### src/rtl/ssd1306_cmd_ctrl_if.sv
// ssd1306_cmd_ctrl_if: groups the MCU-side OLED SPI pins and the framebuffer
// write port of the SSD1306 command controller.
// master: MCU / framebuffer side. slave: the controller itself.
interface ssd1306_cmd_ctrl_if;
    logic       ss_i;
    logic       scl_i;
    logic       mosi_i;
    logic       dc_i;
    logic       vram_we_o;
    logic [9:0] vram_addr_o;
    logic [7:0] vram_d_o;

    modport master (
        output ss_i, scl_i, mosi_i, dc_i,
        input  vram_we_o, vram_addr_o, vram_d_o
    );

    modport slave (
        input  ss_i, scl_i, mosi_i, dc_i,
        output vram_we_o, vram_addr_o, vram_d_o
    );
endinterface

### src/rtl/ssd1306_cmd_ctrl.sv
// ssd1306_cmd_ctrl: SPI-slave command decoder for an emulated SSD1306 OLED.
// Deserialises the MCU's OLED SPI stream, decodes commands into display
// configuration registers and produces auto-incrementing framebuffer writes.
// Optional feature macro: SSD1306_CTRL_PAGE_MODE_EN enables page addressing
// mode (reset mode becomes page) and the 0xB0-0xB7 / 0x00-0x1F opcodes.
module ssd1306_cmd_ctrl #(
    parameter int X_SIZE      = 128,
    parameter int PAGES       = 8,
    parameter int SYNC_STAGES = 2
) (
    input  logic                 clk_i,
    input  logic                 rst_i,
    ssd1306_cmd_ctrl_if.slave    bus,
    output logic                 disp_on_o,
    output logic                 invert_o,
    output logic [7:0]           contrast_o,
    output logic [5:0]           start_line_o,
    output logic                 cmd_busy_o
);
    localparam int CW = $clog2(X_SIZE);
    localparam int PW = $clog2(PAGES);
    localparam int L  = SYNC_STAGES - 1;
`ifdef SSD1306_CTRL_PAGE_MODE_EN
    localparam logic [1:0] RESET_MODE = 2'b10;
`else
    localparam logic [1:0] RESET_MODE = 2'b00;
`endif

    typedef enum logic [1:0] {IDLE, ARG, SKIP} state_t;

    logic [SYNC_STAGES-1:0] ss_sync, scl_sync, mosi_sync, dc_sync;
    logic                   scl_prev, ss_prev, shift_en;
    logic [2:0]             bit_cnt;
    logic [6:0]             shreg;
    logic                   byte_valid, byte_dc;
    logic [7:0]             byte_data;

    state_t      state, state_next;
    logic [2:0]  arg_cnt, arg_cnt_next;
    logic [7:0]  op, op_next;
    logic [1:0]  mode, mode_next;
    logic [CW-1:0] col, col_next, col_start, col_start_next, col_end, col_end_next, col_inc;
    logic [PW-1:0] page, page_next, page_start, page_start_next, page_end, page_end_next, page_inc;
    logic        col_wrap, page_wrap;
    logic        disp_next, invert_next;
    logic [7:0]  contrast_next;
    logic [5:0]  start_next;
    logic        we_r, we_next;
    logic [9:0]  addr_r, addr_next, cur_addr;
    logic [7:0]  d_r, d_next;

    // Bring the asynchronous SPI pins into the clk_i domain and keep one extra sample of SCL/SS for edge detection.
    always_ff @(posedge clk_i or negedge rst_i) begin
        if (!rst_i) begin
            ss_sync   <= '1;
            scl_sync  <= '0;
            mosi_sync <= '0;
            dc_sync   <= '0;
            scl_prev  <= 1'b0;
            ss_prev   <= 1'b1;
        end else begin
            ss_sync   <= {ss_sync[SYNC_STAGES-2:0], bus.ss_i};
            scl_sync  <= {scl_sync[SYNC_STAGES-2:0], bus.scl_i};
            mosi_sync <= {mosi_sync[SYNC_STAGES-2:0], bus.mosi_i};
            dc_sync   <= {dc_sync[SYNC_STAGES-2:0], bus.dc_i};
            scl_prev  <= scl_sync[L];
            ss_prev   <= ss_sync[L];
        end
    end

    // SS is judged from the sample before the SCL rise, so SS rising together with the last SCL rise still accepts the byte.
    assign shift_en = scl_sync[L] & ~scl_prev & ~ss_prev;

    // Shift in MOSI MSB first; a full byte raises byte_valid for one cycle, partial bytes die when SS goes high.
    always_ff @(posedge clk_i or negedge rst_i) begin
        if (!rst_i) begin
            bit_cnt    <= 3'd0;
            shreg      <= 7'd0;
            byte_valid <= 1'b0;
            byte_dc    <= 1'b0;
            byte_data  <= 8'd0;
        end else begin
            byte_valid <= 1'b0;
            if (shift_en) begin
                shreg   <= {shreg[5:0], mosi_sync[L]};
                bit_cnt <= bit_cnt + 3'd1;
                if (bit_cnt == 3'd7) begin
                    byte_valid <= 1'b1;
                    byte_data  <= {shreg, mosi_sync[L]};
                    byte_dc    <= dc_sync[L];
                end
            end else if (ss_sync[L]) begin
                bit_cnt <= 3'd0;
            end
        end
    end

    assign col_wrap  = (col == col_end);
    assign col_inc   = col_wrap ? col_start : ((col == CW'(X_SIZE - 1)) ? '0 : col + CW'(1));
    assign page_wrap = (page == page_end);
    assign page_inc  = page_wrap ? page_start : ((page == PW'(PAGES - 1)) ? '0 : page + PW'(1));
    assign cur_addr  = 10'(page) * 10'(X_SIZE) + 10'(col);

    // Command FSM and datapath next-state: data bytes write VRAM and advance the address, command bytes decode or consume arguments.
    always_comb begin
        state_next      = state;
        arg_cnt_next    = arg_cnt;
        op_next         = op;
        mode_next       = mode;
        col_next        = col;
        page_next       = page;
        col_start_next  = col_start;
        col_end_next    = col_end;
        page_start_next = page_start;
        page_end_next   = page_end;
        disp_next       = disp_on_o;
        invert_next     = invert_o;
        contrast_next   = contrast_o;
        start_next      = start_line_o;
        we_next         = 1'b0;
        addr_next       = addr_r;
        d_next          = d_r;
        if (byte_valid) begin
            if (byte_dc) begin
                we_next   = 1'b1;
                addr_next = cur_addr;
                d_next    = byte_data;
                if (mode == 2'b01) begin
                    page_next = page_inc;
                    if (page_wrap) col_next = col_inc;
                end
`ifdef SSD1306_CTRL_PAGE_MODE_EN
                else if (mode[1]) begin
                    col_next = col_inc;
                end
`endif
                else begin
                    col_next = col_inc;
                    if (col_wrap) page_next = page_inc;
                end
            end else if (state == IDLE) begin
                op_next = byte_data;
                if (byte_data[7:1] == 7'b1010111) disp_next = byte_data[0];
                else if (byte_data[7:1] == 7'b1010011) invert_next = byte_data[0];
                else if (byte_data[7:6] == 2'b01) start_next = byte_data[5:0];
`ifdef SSD1306_CTRL_PAGE_MODE_EN
                else if (mode[1] && byte_data[7:3] == 5'b10110) page_next = byte_data[PW-1:0];
                else if (mode[1] && byte_data[7:4] == 4'h0) col_next[3:0] = byte_data[3:0];
                else if (mode[1] && byte_data[7:4] == 4'h1) col_next[CW-1:4] = byte_data[CW-5:0];
`endif
                else begin
                    case (byte_data)
                        8'h81, 8'h20: begin state_next = ARG; arg_cnt_next = 3'd1; end
                        8'h21, 8'h22: begin state_next = ARG; arg_cnt_next = 3'd2; end
                        8'hA8, 8'hD3, 8'hD5, 8'hD9, 8'hDA, 8'hDB, 8'h8D:
                                      begin state_next = SKIP; arg_cnt_next = 3'd1; end
                        8'hA3:        begin state_next = SKIP; arg_cnt_next = 3'd2; end
                        8'h29, 8'h2A: begin state_next = SKIP; arg_cnt_next = 3'd5; end
                        8'h26, 8'h27: begin state_next = SKIP; arg_cnt_next = 3'd6; end
                        default: ;
                    endcase
                end
            end else begin
                arg_cnt_next = arg_cnt - 3'd1;
                if (arg_cnt == 3'd1) state_next = IDLE;
                if (state == ARG) begin
                    case (op)
                        8'h81: contrast_next = byte_data;
`ifdef SSD1306_CTRL_PAGE_MODE_EN
                        8'h20: mode_next = byte_data[1:0];
`else
                        8'h20: mode_next = (byte_data[1:0] == 2'b01) ? 2'b01 : 2'b00;
`endif
                        8'h21: begin
                            if (arg_cnt == 3'd2) begin
                                col_start_next = byte_data[CW-1:0];
                                col_next       = byte_data[CW-1:0];
                            end else begin
                                col_end_next = byte_data[CW-1:0];
                            end
                        end
                        8'h22: begin
                            if (arg_cnt == 3'd2) begin
                                page_start_next = byte_data[PW-1:0];
                                page_next       = byte_data[PW-1:0];
                            end else begin
                                page_end_next = byte_data[PW-1:0];
                            end
                        end
                        default: ;
                    endcase
                end
            end
        end
    end

    // State register for the FSM, address pointers, ranges, configuration and VRAM port.
    always_ff @(posedge clk_i or negedge rst_i) begin
        if (!rst_i) begin
            state        <= IDLE;
            arg_cnt      <= 3'd0;
            op           <= 8'd0;
            mode         <= RESET_MODE;
            col          <= '0;
            page         <= '0;
            col_start    <= '0;
            col_end      <= CW'(X_SIZE - 1);
            page_start   <= '0;
            page_end     <= PW'(PAGES - 1);
            disp_on_o    <= 1'b0;
            invert_o     <= 1'b0;
            contrast_o   <= 8'h7F;
            start_line_o <= 6'd0;
            we_r         <= 1'b0;
            addr_r       <= 10'd0;
            d_r          <= 8'd0;
        end else begin
            state        <= state_next;
            arg_cnt      <= arg_cnt_next;
            op           <= op_next;
            mode         <= mode_next;
            col          <= col_next;
            page         <= page_next;
            col_start    <= col_start_next;
            col_end      <= col_end_next;
            page_start   <= page_start_next;
            page_end     <= page_end_next;
            disp_on_o    <= disp_next;
            invert_o     <= invert_next;
            contrast_o   <= contrast_next;
            start_line_o <= start_next;
            we_r         <= we_next;
            addr_r       <= addr_next;
            d_r          <= d_next;
        end
    end

    assign cmd_busy_o      = (state != IDLE);
    assign bus.vram_we_o   = we_r;
    assign bus.vram_addr_o = addr_r;
    assign bus.vram_d_o    = d_r;
endmodule
### src/flat_wrapper.sv
// flat-port wrapper written by rule: the top's interface ports become plain ports
module ssd1306_cmd_ctrl_flat 
#(
    parameter int X_SIZE      = 128,
    parameter int PAGES       = 8,
    parameter int SYNC_STAGES = 2
)
  (clk_i, rst_i, disp_on_o, invert_o, contrast_o, start_line_o, cmd_busy_o, bus_ss_i, bus_scl_i, bus_mosi_i, bus_dc_i, bus_vram_we_o, bus_vram_addr_o, bus_vram_d_o);
  ssd1306_cmd_ctrl_if bus_i ();
  input  logic clk_i;
  input  logic rst_i;
  output logic disp_on_o;
  output logic invert_o;
  output logic [7:0] contrast_o;
  output logic [5:0] start_line_o;
  output logic cmd_busy_o;
  input wire logic [$bits(bus_i.ss_i)-1:0] bus_ss_i;
  input wire logic [$bits(bus_i.scl_i)-1:0] bus_scl_i;
  input wire logic [$bits(bus_i.mosi_i)-1:0] bus_mosi_i;
  input wire logic [$bits(bus_i.dc_i)-1:0] bus_dc_i;
  output wire logic [$bits(bus_i.vram_we_o)-1:0] bus_vram_we_o;
  output wire logic [$bits(bus_i.vram_addr_o)-1:0] bus_vram_addr_o;
  output wire logic [$bits(bus_i.vram_d_o)-1:0] bus_vram_d_o;
  assign bus_i.ss_i = bus_ss_i;
  assign bus_i.scl_i = bus_scl_i;
  assign bus_i.mosi_i = bus_mosi_i;
  assign bus_i.dc_i = bus_dc_i;
  assign bus_vram_we_o = bus_i.vram_we_o;
  assign bus_vram_addr_o = bus_i.vram_addr_o;
  assign bus_vram_d_o = bus_i.vram_d_o;
  ssd1306_cmd_ctrl #(.X_SIZE(X_SIZE), .PAGES(PAGES), .SYNC_STAGES(SYNC_STAGES)) u_core (.clk_i(clk_i), .rst_i(rst_i), .bus(bus_i), .disp_on_o(disp_on_o), .invert_o(invert_o), .contrast_o(contrast_o), .start_line_o(start_line_o), .cmd_busy_o(cmd_busy_o));
endmodule
### config.mk
export PLATFORM = sky130hd
export DESIGN_NAME = ssd1306_cmd_ctrl_flat
export DESIGN_NICKNAME = d
export VERILOG_FILES = /design/src/rtl/ssd1306_cmd_ctrl_if.sv /design/src/rtl/ssd1306_cmd_ctrl.sv /design/src/flat_wrapper.sv
export SDC_FILE = /design/constraint.sdc
export NUM_CORES = 1
export LEC_CHECK = 0
export CAP_MARGIN = 20
export CORE_UTILIZATION = 40
export DETAILED_ROUTE_END_ITERATION = 8
export PLACE_DENSITY_LB_ADDON = 0.12
export SLEW_MARGIN = 20
export SYNTH_ARGS = -nofsm -noshare
export SYNTH_HDL_FRONTEND = slang
export SYNTH_SLANG_ARGS = --single-unit
### constraint.sdc
create_clock -name clk_i -period 4.5 [get_ports clk_i]
set_clock_uncertainty 0.1 [all_clocks]
set_input_delay 0.9 -clock clk_i [delete_from_list [all_inputs] [get_ports clk_i]]
set_output_delay 0.9 -clock clk_i [all_outputs]
set_load 0.1 [all_outputs]
==> results.toml, run 1 <==
[worst_hold_path]
hold_start = "u_core.dc_sync[0]$_DFF_PN0_"
hold_path_class = "reg -> reg"
holdPathStages = 0

[timing]
fin_tns_setup_ps = 0
hold_viol = 0
tightest_slew_ps = 994
relSlewSlack = 0.335
fin_crit_sh = 0.746
drv_slew = 0
fmax_mhz = 298
layout_min_cycle_time_ps = 3360
setup_viol = 0
rsz0062_at_grt = "false"

[placement]
dp_hpwl_mm = 7.05
gp_routability_congestion = 0.819
io_buffers = 41

[grt]
grt_util_all_layers = 0.179
grt_max_degree = 47
grt_pass1_wl_mm = 17.5
grt_pass1_vias = 3313
antenna_found_initial = 0
globalRoute.totalOverflow = 0

[die]
dieHeight_um = 114
initial_core_util = 0.416
die_x_um = 114
core-area_mm2 = 0.0122
die_area_mm2 = 0.0131
ios = 42
rows = 40

[setup_path]
endpoint_kind = "output pin"
worstReg2RegStart = "u_core.byte_dc$_DFFE_PN0P_"
critical_path.startpoint = "u_core.state[0]$_DFFE_PN0P_"
crit_path_max_fanout = 9
slowest_stage = "clkdlybuf4s50_1"
cp_data_required_time_ps = 3500
path_class = "reg -> out"
ff2ff_path_depth = 4
crit_chain = "nor2_1, inv_2, clkdlybuf4s50_1"
worst_setup_path_start_kind = "register"
critPathArrivalTime_ps = 2360
path_delay_family = "buffers and inverters"
path_depth = 3
slowest_delay_ps = 1000
worst-path-buf-inv = 2

[route]
post_drt_wl_per_cell_um = 16.8
via_count = 3305
dr.pass1.iters = 4
final_antenna_net_count = 0
vias_per_cell = 5.30
drc = 0
wirelength_mm = 10.5
dr.first_iter.drc_count = 160

[synthesis]
syn-instance-count = 420
synth_seq_area_share = 0.545
ys_ff_latch = 109
synth_area_leaders = "dfrtp_1 (44%), mux2_2 (16%), dfstp_2 (10%)"
post-synth-top-area-cell = "dfrtp_1"
yosysUniqueCellTypes = 58
synth-xor-area-share = 0.0260
synth-main-ff-cell = "dfrtp_1"
synth_mux_area_frac = 0.177
synth_simple_gate_area_frac = 0.120
synth_top_cell_area_share = 0.441
synth_top_family_by_area = "multiplexers"
synth.avg_cell_area_um2 = 12.0
yosys_warnings = 0
synth-edff-count = 0
synth_fa_ha_area_frac = 0.0198
synth_area_mm2 = 0.00505
synthArstFlopShare = 1.00
synth_nets = 434
synth-compound-area-share = 0.0792

[clock_tree]
htree_levels = 3
cts.clk_slew.worst_paths_ps = 70
insertion_delay_ps = 360
cts_tree = "built"
cts_inserted_buffers = 9
cts_sinks = 109
post_cts_resized = 0
post-cts-setup-buffers = 0
cts-hold-fix-buffers = 0
cts_buffer_depth = 2
cts_root_buffer = "clkbuf_16"

[run_status]
status = "finished clean"

[layout]
num-nets-final = 465
final_core_util = 0.483
drive_gt1_frac = 0.263
antenna_cells = 0
area_growth_pct = 16.3
fillers = 1128

[power_and_ir_drop]
pwr-share-comb = 0.029
seqPwrFrac = 0.553
p_per_area_mw_per_mm2 = 317
p_int_w = 0.00143
power_switching_w = 0.000433
switching_share = 0.232
ir_worst_vdd_mv = 0.242
leakagePower_nw = 2.56
power_frac_clock = 0.418

[flow_run]
max_cap_violations = 0
[state kept, by name, indices dropped and copies added (netlist names), 8 cells and up]
signal,count
u_core.contrast_o,8
u_core.byte_data,8
u_core.op,8
u_core.bus.vram_d_o,8
u_core.bus.vram_addr_o,10
[cells in the mapped netlist, drive strengths merged (2+ instances only)]
library cell	instances
a21oi	4
nand4b	2
o211ai	4
nor2	22
nor4	2
nand4	6
xor2	3
a31oi	6
xnor2	12
mux2i	8
o2111ai	3
a21o	3
nor4b	2
a22o	2
buf	5
nor2b	9
nand3	9
a211oi	2
nor3	5
dfstp	20
and4bb	2
nor3b	5
nand2	26
and3	6
clkbuf	19
inv	16
ha	8
nand2b	4
a221o	3
dfrtp	89
or2	2
o31ai	3
mux2	72
o21ai	22
[power by group through the flow]
| stage | logic (W) | registers (W) | clock network, W |
|---|---|---|---|
| 5_1_grt | 0.0000631 | 0.00104 | 0.000850 |
| 6_report | 0.0000538 | 0.00103 | 0.000779 |
| 4_1_cts | 0.0000564 | 0.00103 | 0.000811 |
| 2_1_floorplan | 0.0000281 | 0.00104 | 0 |
| 3_3_place_gp | 0.0000550 | 0.00105 | 0 |
| 3_5_place_dp | 0.0000564 | 0.00105 | 0 |
[worst paths after layout]
path	slack [ps]	endpoint
max	1140	cmd_busy_o
max in group asynchronous	2970	u_core.contrast_o[1]$_DFFE_PN1P_
min	250	u_core.dc_sync[1]$_DFF_PN0_
min reg2reg	250	u_core.dc_sync[1]$_DFF_PN0_
min in group asynchronous	440	u_core.bus.vram_addr_o[6]$_DFFE_PN0P_
max reg2reg	1780	u_core.col[3]$_DFFE_PN0P_
[cell families (layout without fill, tap and decap cells)]
logic type               count (synthesis)  count (layout)
AO/OA/AOI/OAI                           59              59
multiplexers                            80              80
buffers and inverters                   40              76
AND/OR/NAND/NOR                        109             109
flip-flops                             109             109
XOR/XNOR                                15              15
adder cells (fa/ha/maj)                  8               8
[worst reg2reg max path: cells and delay by family (launching register included)]
kind / cells / cell delay (ps)
AO/OA/AOI/OAI: 2 / 770
flip-flops: 1 / 750
multiplexers: 1 / 230
AND/OR/NAND/NOR: 1 / 760
[layer usage]
| metal | GRT usage | wire, um | share of wire | vias up |
|---|---|---|---|---|
| li1 | - | - | - | 1558 |
| met1 | 0.232 | 4990 | 0.48 | 1680 |
| met2 | 0.283 | 4970 | 0.47 | 58 |
| met3 | 0.0566 | 387 | 0.037 | 9 |
| met4 | 0.0641 | 121 | 0.012 | 0 |
| met5 | 0 | 0 | 0 | - |
[layout by cell type, fill, tap and decap left out, drive strengths merged, types with 2 or more instances in the layout]
master	instances
nor4b	2
nand3	9
ha	8
a211oi	2
xnor2	12
nor3	5
buf	4
nand2	26
nand2b	4
clkbuf	10
nor2b	9
nor2	22
and3	6
dfstp	20
and4bb	2
mux2i	8
a21o	3
o31ai	3
nor4	2
clkinv	2
a21oi	4
or2	2
inv	20
dfrtp	89
a22o	2
o211ai	4
mux2	72
a221o	3
o21ai	22
o2111ai	3
nor3b	5
nand4	6
a31oi	6
xor2	3
clkdlybuf4s50	40
nand4b	2
[stage by stage]
step	hold WS [ps]	total power, W	area (um2)	cells	setup WS, ps
final	252	0.00186	5880	624	1140
after global placement	234	0.00111	5590	608	1550
after detailed placement	236	0.00111	5590	608	1520
after global routing	261	0.00195	5880	624	1000
after CTS	253	0.00190	5880	624	1120
after floorplan	231	0.00107	5050	420	2350
[final cells by class]
type,count,area (um2),share of cell area
clock buffer,10,229,0.0389
clock inverter,6,62.6,0.0106
inverter,16,60.1,0.0102
multi-input combinational,271,2130,0.363
sequential,109,2750,0.468
tap,168,210,0.0358
timing repair buffer,44,430,0.0732
(Power assumes the default switching activity.)
==> inputs of run 2 (changes only) <==
- clock period: 4.5 -> 2.94 ns (I/O delays scaled with it)
==> run 2 against run 1 <==
Register-to-register slack lost 1100 ps. Highest routed layer unchanged. Critical path type is now reg -> reg. Critical path depth increased by 2. Clock power increased by 57%. Via count hardly changed. Worst hold slack lost 110 ps.
==> results.toml, run 2 (synthesized netlist as in run 1, its figures left out) <==
[clock_tree]
htree_levels = 3
post-cts-setup-buffers = 0
cts-hold-fix-buffers = 0
cts.clk_slew.worst_paths_ps = 70
post_cts_resized = 0
cts_tree = "built"
cts_buffer_depth = 2
cts_root_buffer = "clkbuf_16"
insertion_delay_ps = 350
cts_sinks = 109
cts_inserted_buffers = 9

[setup_path]
crit_path_max_fanout = 12
r2r_slack_ps = 650
cp_data_required_time_ps = 3080
critical_path.startpoint = "u_core.byte_data[7]$_DFFE_PN0P_"
endpoint_kind = "register"
r2r_end = "u_core.arg_cnt[1]$_DFFE_PN0P_"
path_class = "reg -> reg"
worstReg2RegStart = "u_core.byte_data[7]$_DFFE_PN0P_"
ff2ff_path_depth = 5
critPathArrivalTime_ps = 2430
worst_setup_path_start_kind = "register"

[timing]
whs_ps = 138
setup_ws_ps = 646
drv_slew = 0
rsz0062_at_grt = "false"
hold_viol = 0
layout_min_cycle_time_ps = 2290
fin_tns_setup_ps = 0
setup_viol = 0
fin_crit_sh = 0.780
fmax_mhz = 436
tightest_slew_ps = 686
relSlewSlack = 0.542

[layout]
stdcell_count = 637
area_growth_pct = 16.6
fillers = 1127
num-nets-final = 478
drive_gt1_frac = 0.356
stdcell_area_mm2 = 0.00589
mostFrequentLayoutCells = "dfrtp_1 (89), mux2_2 (71), buf_4 (53)"
seqCellArea_mm2 = 0.00275
largest_register_ffs = 10
layout_commonest_cell = "dfrtp_1"
antenna_cells = 0
multiInputGateArea_mm2 = 0.00213

[grt]
grt_pass1_vias = 3383
globalRoute.totalOverflow = 0
grt_max_degree = 50
grt_pass1_wl_mm = 17.9
grt_util_all_layers = 0.182
antenna_found_initial = 0

[power_and_ir_drop]
leakagePower_nw = 2.69
p_per_area_mw_per_mm2 = 490
ir_worst_vdd_mv = 0.318

[route]
drc = 0
vias_per_cell = 5.19
final_antenna_net_count = 0
via_count = 3303
post_drt_wl_per_cell_um = 16.8
wirelength_mm = 10.7
dr.pass1.iters = 4
dr.first_iter.drc_count = 129

[die]
core-area_mm2 = 0.0122
die_area_mm2 = 0.0131
rows = 40
die_x_um = 114
initial_core_util = 0.416
ios = 42
dieHeight_um = 114

[placement]
gp_routability_congestion = 0.815
dp_cells = 621
post_dp_cell_area_mm2 = 0.00560
dp_hpwl_mm = 7.57
preCtsSetupSlack_ps = 691
io_buffers = 41

[worst_hold_path]
hold_path_class = "in -> async"

[run_status]
status = "finished clean"

[flow_run]
max_cap_violations = 0
run 2: cell type report:
class | instances | area share
Tap cell | 168 | 0.0357
Timing Repair Buffer | 57 | 0.0743
Inverter | 16 | 0.0102
Clock buffer | 13 | 0.0425
Sequential cell | 109 | 0.467
Multi-Input combinational cell | 271 | 0.362
Clock inverter | 3 | 0.00786
run 2: report_power, final:
part / total (W) / leakage [nW] / internal [W] / switching (W)
registers: 0.00158 / 1.42 / 0.00155 / 0.0000295
logic: 0.0000843 / 1.13 / 0.0000433 / 0.0000410
clock network: 0.00122 / 0.140 / 0.000687 / 0.000534
run 2: per-layer routing:
metal  global-route usage  vias to the layer above  routed length [um]
met3               0.0392                       11                 314
met2                0.292                       55                5040
met5                    0                        -                   0
met1                0.240                     1661                5180
met4               0.0710                        0                 188
li1                     -                     1576                   -
run 2: worst max path at each step:
stage	end	slack, ps	cells after the start
floorplan	u_core.arg_cnt[1]$_DFFE_PN0P_	790	5
global placement	u_core.arg_cnt[1]$_DFFE_PN0P_	710	5
detailed placement	u_core.page[2]$_DFFE_PN0P_	690	5
CTS	u_core.page[0]$_DFFE_PN0P_	680	5
global route	u_core.page[0]$_DFFE_PN0P_	570	5
finish	u_core.arg_cnt[1]$_DFFE_PN0P_	650	5
run 2: metrics by stage:
step | power [W] | util
global placement | 0.00169 | 0.460
global route | 0.00300 | 0.484
finish | 0.00289 | 0.484
CTS | 0.00293 | 0.484
floorplan | 0.00164 | -
detailed placement | 0.00170 | 0.460
run 2: critical path, stage by stage, from the launching register on:
cell and delay, ps:
dfrtp_1 610, and4bb_2 350, a31oi_1 130, o21ai_1 490, o21ba_2 230, a221o_1 260
==> inputs of run 3 (changes only) <==
- clock period: 2.94 -> 2.39 ns (I/O delays scaled with it)
==> run 3 against run 2 <==
Critical path depth stayed put. Sequential power up 23%. Flip-flop and latch count unchanged. Maximum frequency is 3.8% higher. Utilization up 1.3 points. Via count grew 2.6%. Highest routed layer unchanged. Cell area is 2.7% higher. Combinational power up 29%.
==> results.toml, run 3 (synthesized netlist as in run 1, its figures left out) <==
[run_status]
status = "finished clean"

[timing]
fin_tns_setup_ps = 0
drv_slew = 0
relSlewSlack = 0.537
rsz0062_at_grt = "false"
hold_viol = 0
fin_crit_sh = 0.925
layout_min_cycle_time_ps = 2210
setup_viol = 0
fmax_mhz = 452
tightest_slew_ps = 694
setup_ws_ps = 179

[clock_tree]
post_cts_resized = 0
cts_tree = "built"
cts_sinks = 109
insertion_delay_ps = 360
cts.clk_slew.worst_paths_ps = 80
cts_buffer_depth = 2
cts_root_buffer = "clkbuf_16"
cts_inserted_buffers = 9
htree_levels = 3

[die]
initial_core_util = 0.416
rows = 40
core-area_mm2 = 0.0122
die_area_mm2 = 0.0131
dieHeight_um = 114
die_x_um = 114
ios = 42

[setup_path]
path_class = "reg -> reg"
worstReg2RegStart = "u_core.op[3]$_DFFE_PN0P_"
worst_setup_path_start_kind = "register"
critical_path.startpoint = "u_core.op[3]$_DFFE_PN0P_"
cp_data_required_time_ps = 2520
endpoint_kind = "register"
crit_path_max_fanout = 3
critPathArrivalTime_ps = 2340

[layout]
fillers = 1123
area_growth_pct = 19.7
largest_register_ffs = 10
num-nets-final = 495
drive_gt1_frac = 0.383
mostFrequentLayoutCells = "dfrtp_1 (89), mux2_2 (71), buf_4 (67)"
antenna_cells = 0
layout_commonest_cell = "dfrtp_1"

[grt]
antenna_found_initial = 0
globalRoute.totalOverflow = 0
grt_util_all_layers = 0.184
grt_max_degree = 38
grt_pass1_wl_mm = 18.1
grt_pass1_vias = 3441

[worst_hold_path]
hold_start = "u_core.scl_sync[0]$_DFF_PN0_"
hold_path_class = "reg -> reg"

[route]
vias_per_cell = 5.18
drc = 0
dr.pass1.iters = 4
post_drt_wl_per_cell_um = 16.9
wirelength_mm = 11.0
via_count = 3390
dr.first_iter.drc_count = 141
final_antenna_net_count = 0

[power_and_ir_drop]
ir_worst_vdd_mv = 0.456
leakagePower_nw = 2.79
p_per_area_mw_per_mm2 = 586

[placement]
preCtsSetupSlack_ps = 199
dp_hpwl_mm = 7.94
gp_routability_congestion = 0.821
io_buffers = 41

[flow_run]
max_cap_violations = 0
[run 3: final timing paths]
| path | end | slack [ps] | cells after the start |
|---|---|---|---|
| worst max-delay path | u_core.page[0]$_DFFE_PN0P_ | 180 | 5 |
| worst min-delay path | u_core.scl_sync[1]$_DFF_PN0_ | 250 | 0 |
| worst max register to register | u_core.page[0]$_DFFE_PN0P_ | 180 | 5 |
| worst min register to register | u_core.scl_sync[1]$_DFF_PN0_ | 250 | 0 |
| max in group asynchronous | u_core.col_end[1]$_DFFE_PN1P_ | 950 | 3 |
| min in group asynchronous | u_core.col[5]$_DFFE_PN0P_ | 520 | 2 |
[run 3: area by class of cell]
type	count	area (um2)	share of cell area
sequential	109	2750	0.455
timing repair buffer	74	593	0.0980
inverter	16	60.1	0.00993
multi-input combinational	271	2130	0.353
clock buffer	10	239	0.0395
clock inverter	6	61.3	0.0101
tap	168	210	0.0347
[run 3: stage by stage]
step / hold WS [ps] / std cells / power, W / utilization / area (um2)
finish: 254 / 654 / 0.00355 / 0.498 / 6050
global route: 262 / 654 / 0.00368 / 0.498 / 6050
CTS: 257 / 654 / 0.00360 / 0.498 / 6050
detailed placement: 240 / 637 / 0.00210 / 0.472 / 5740
global placement: 232 / 637 / 0.00209 / 0.472 / 5740
floorplan: 82.4 / 420 / 0.00202 / - / 5050
[run 3: critical path, stage by stage (launching register included)]
cell     delay [ps]
dfrtp_1         390
or4_1           550
nor4_1          310
o21ai_0         140
a31oi_2         240
mux2_2          370
[run 3: repair_timing]
item / CTS / global route
setup buffers: 0 / 0
endpoints found under the setup margin: 0 / 0
hold endpoints to repair: 29 / 0
hold buffers: 1 / 0
[run 3: report_power, final]
group          leakage (nW)  switching (W)  internal [W]
sequential             1.42      0.0000394       0.00191
clock                 0.145       0.000728      0.000764
combinational          1.23      0.0000534     0.0000558
[run 3: per-layer routing]
layer  wire length, um  GRT usage  vias up
li1                  -          -     1623
met1              5230      0.241     1689
met2              5170      0.296       62
met3               373     0.0429       16
met4               257     0.0753        0
met5                 0          0        -
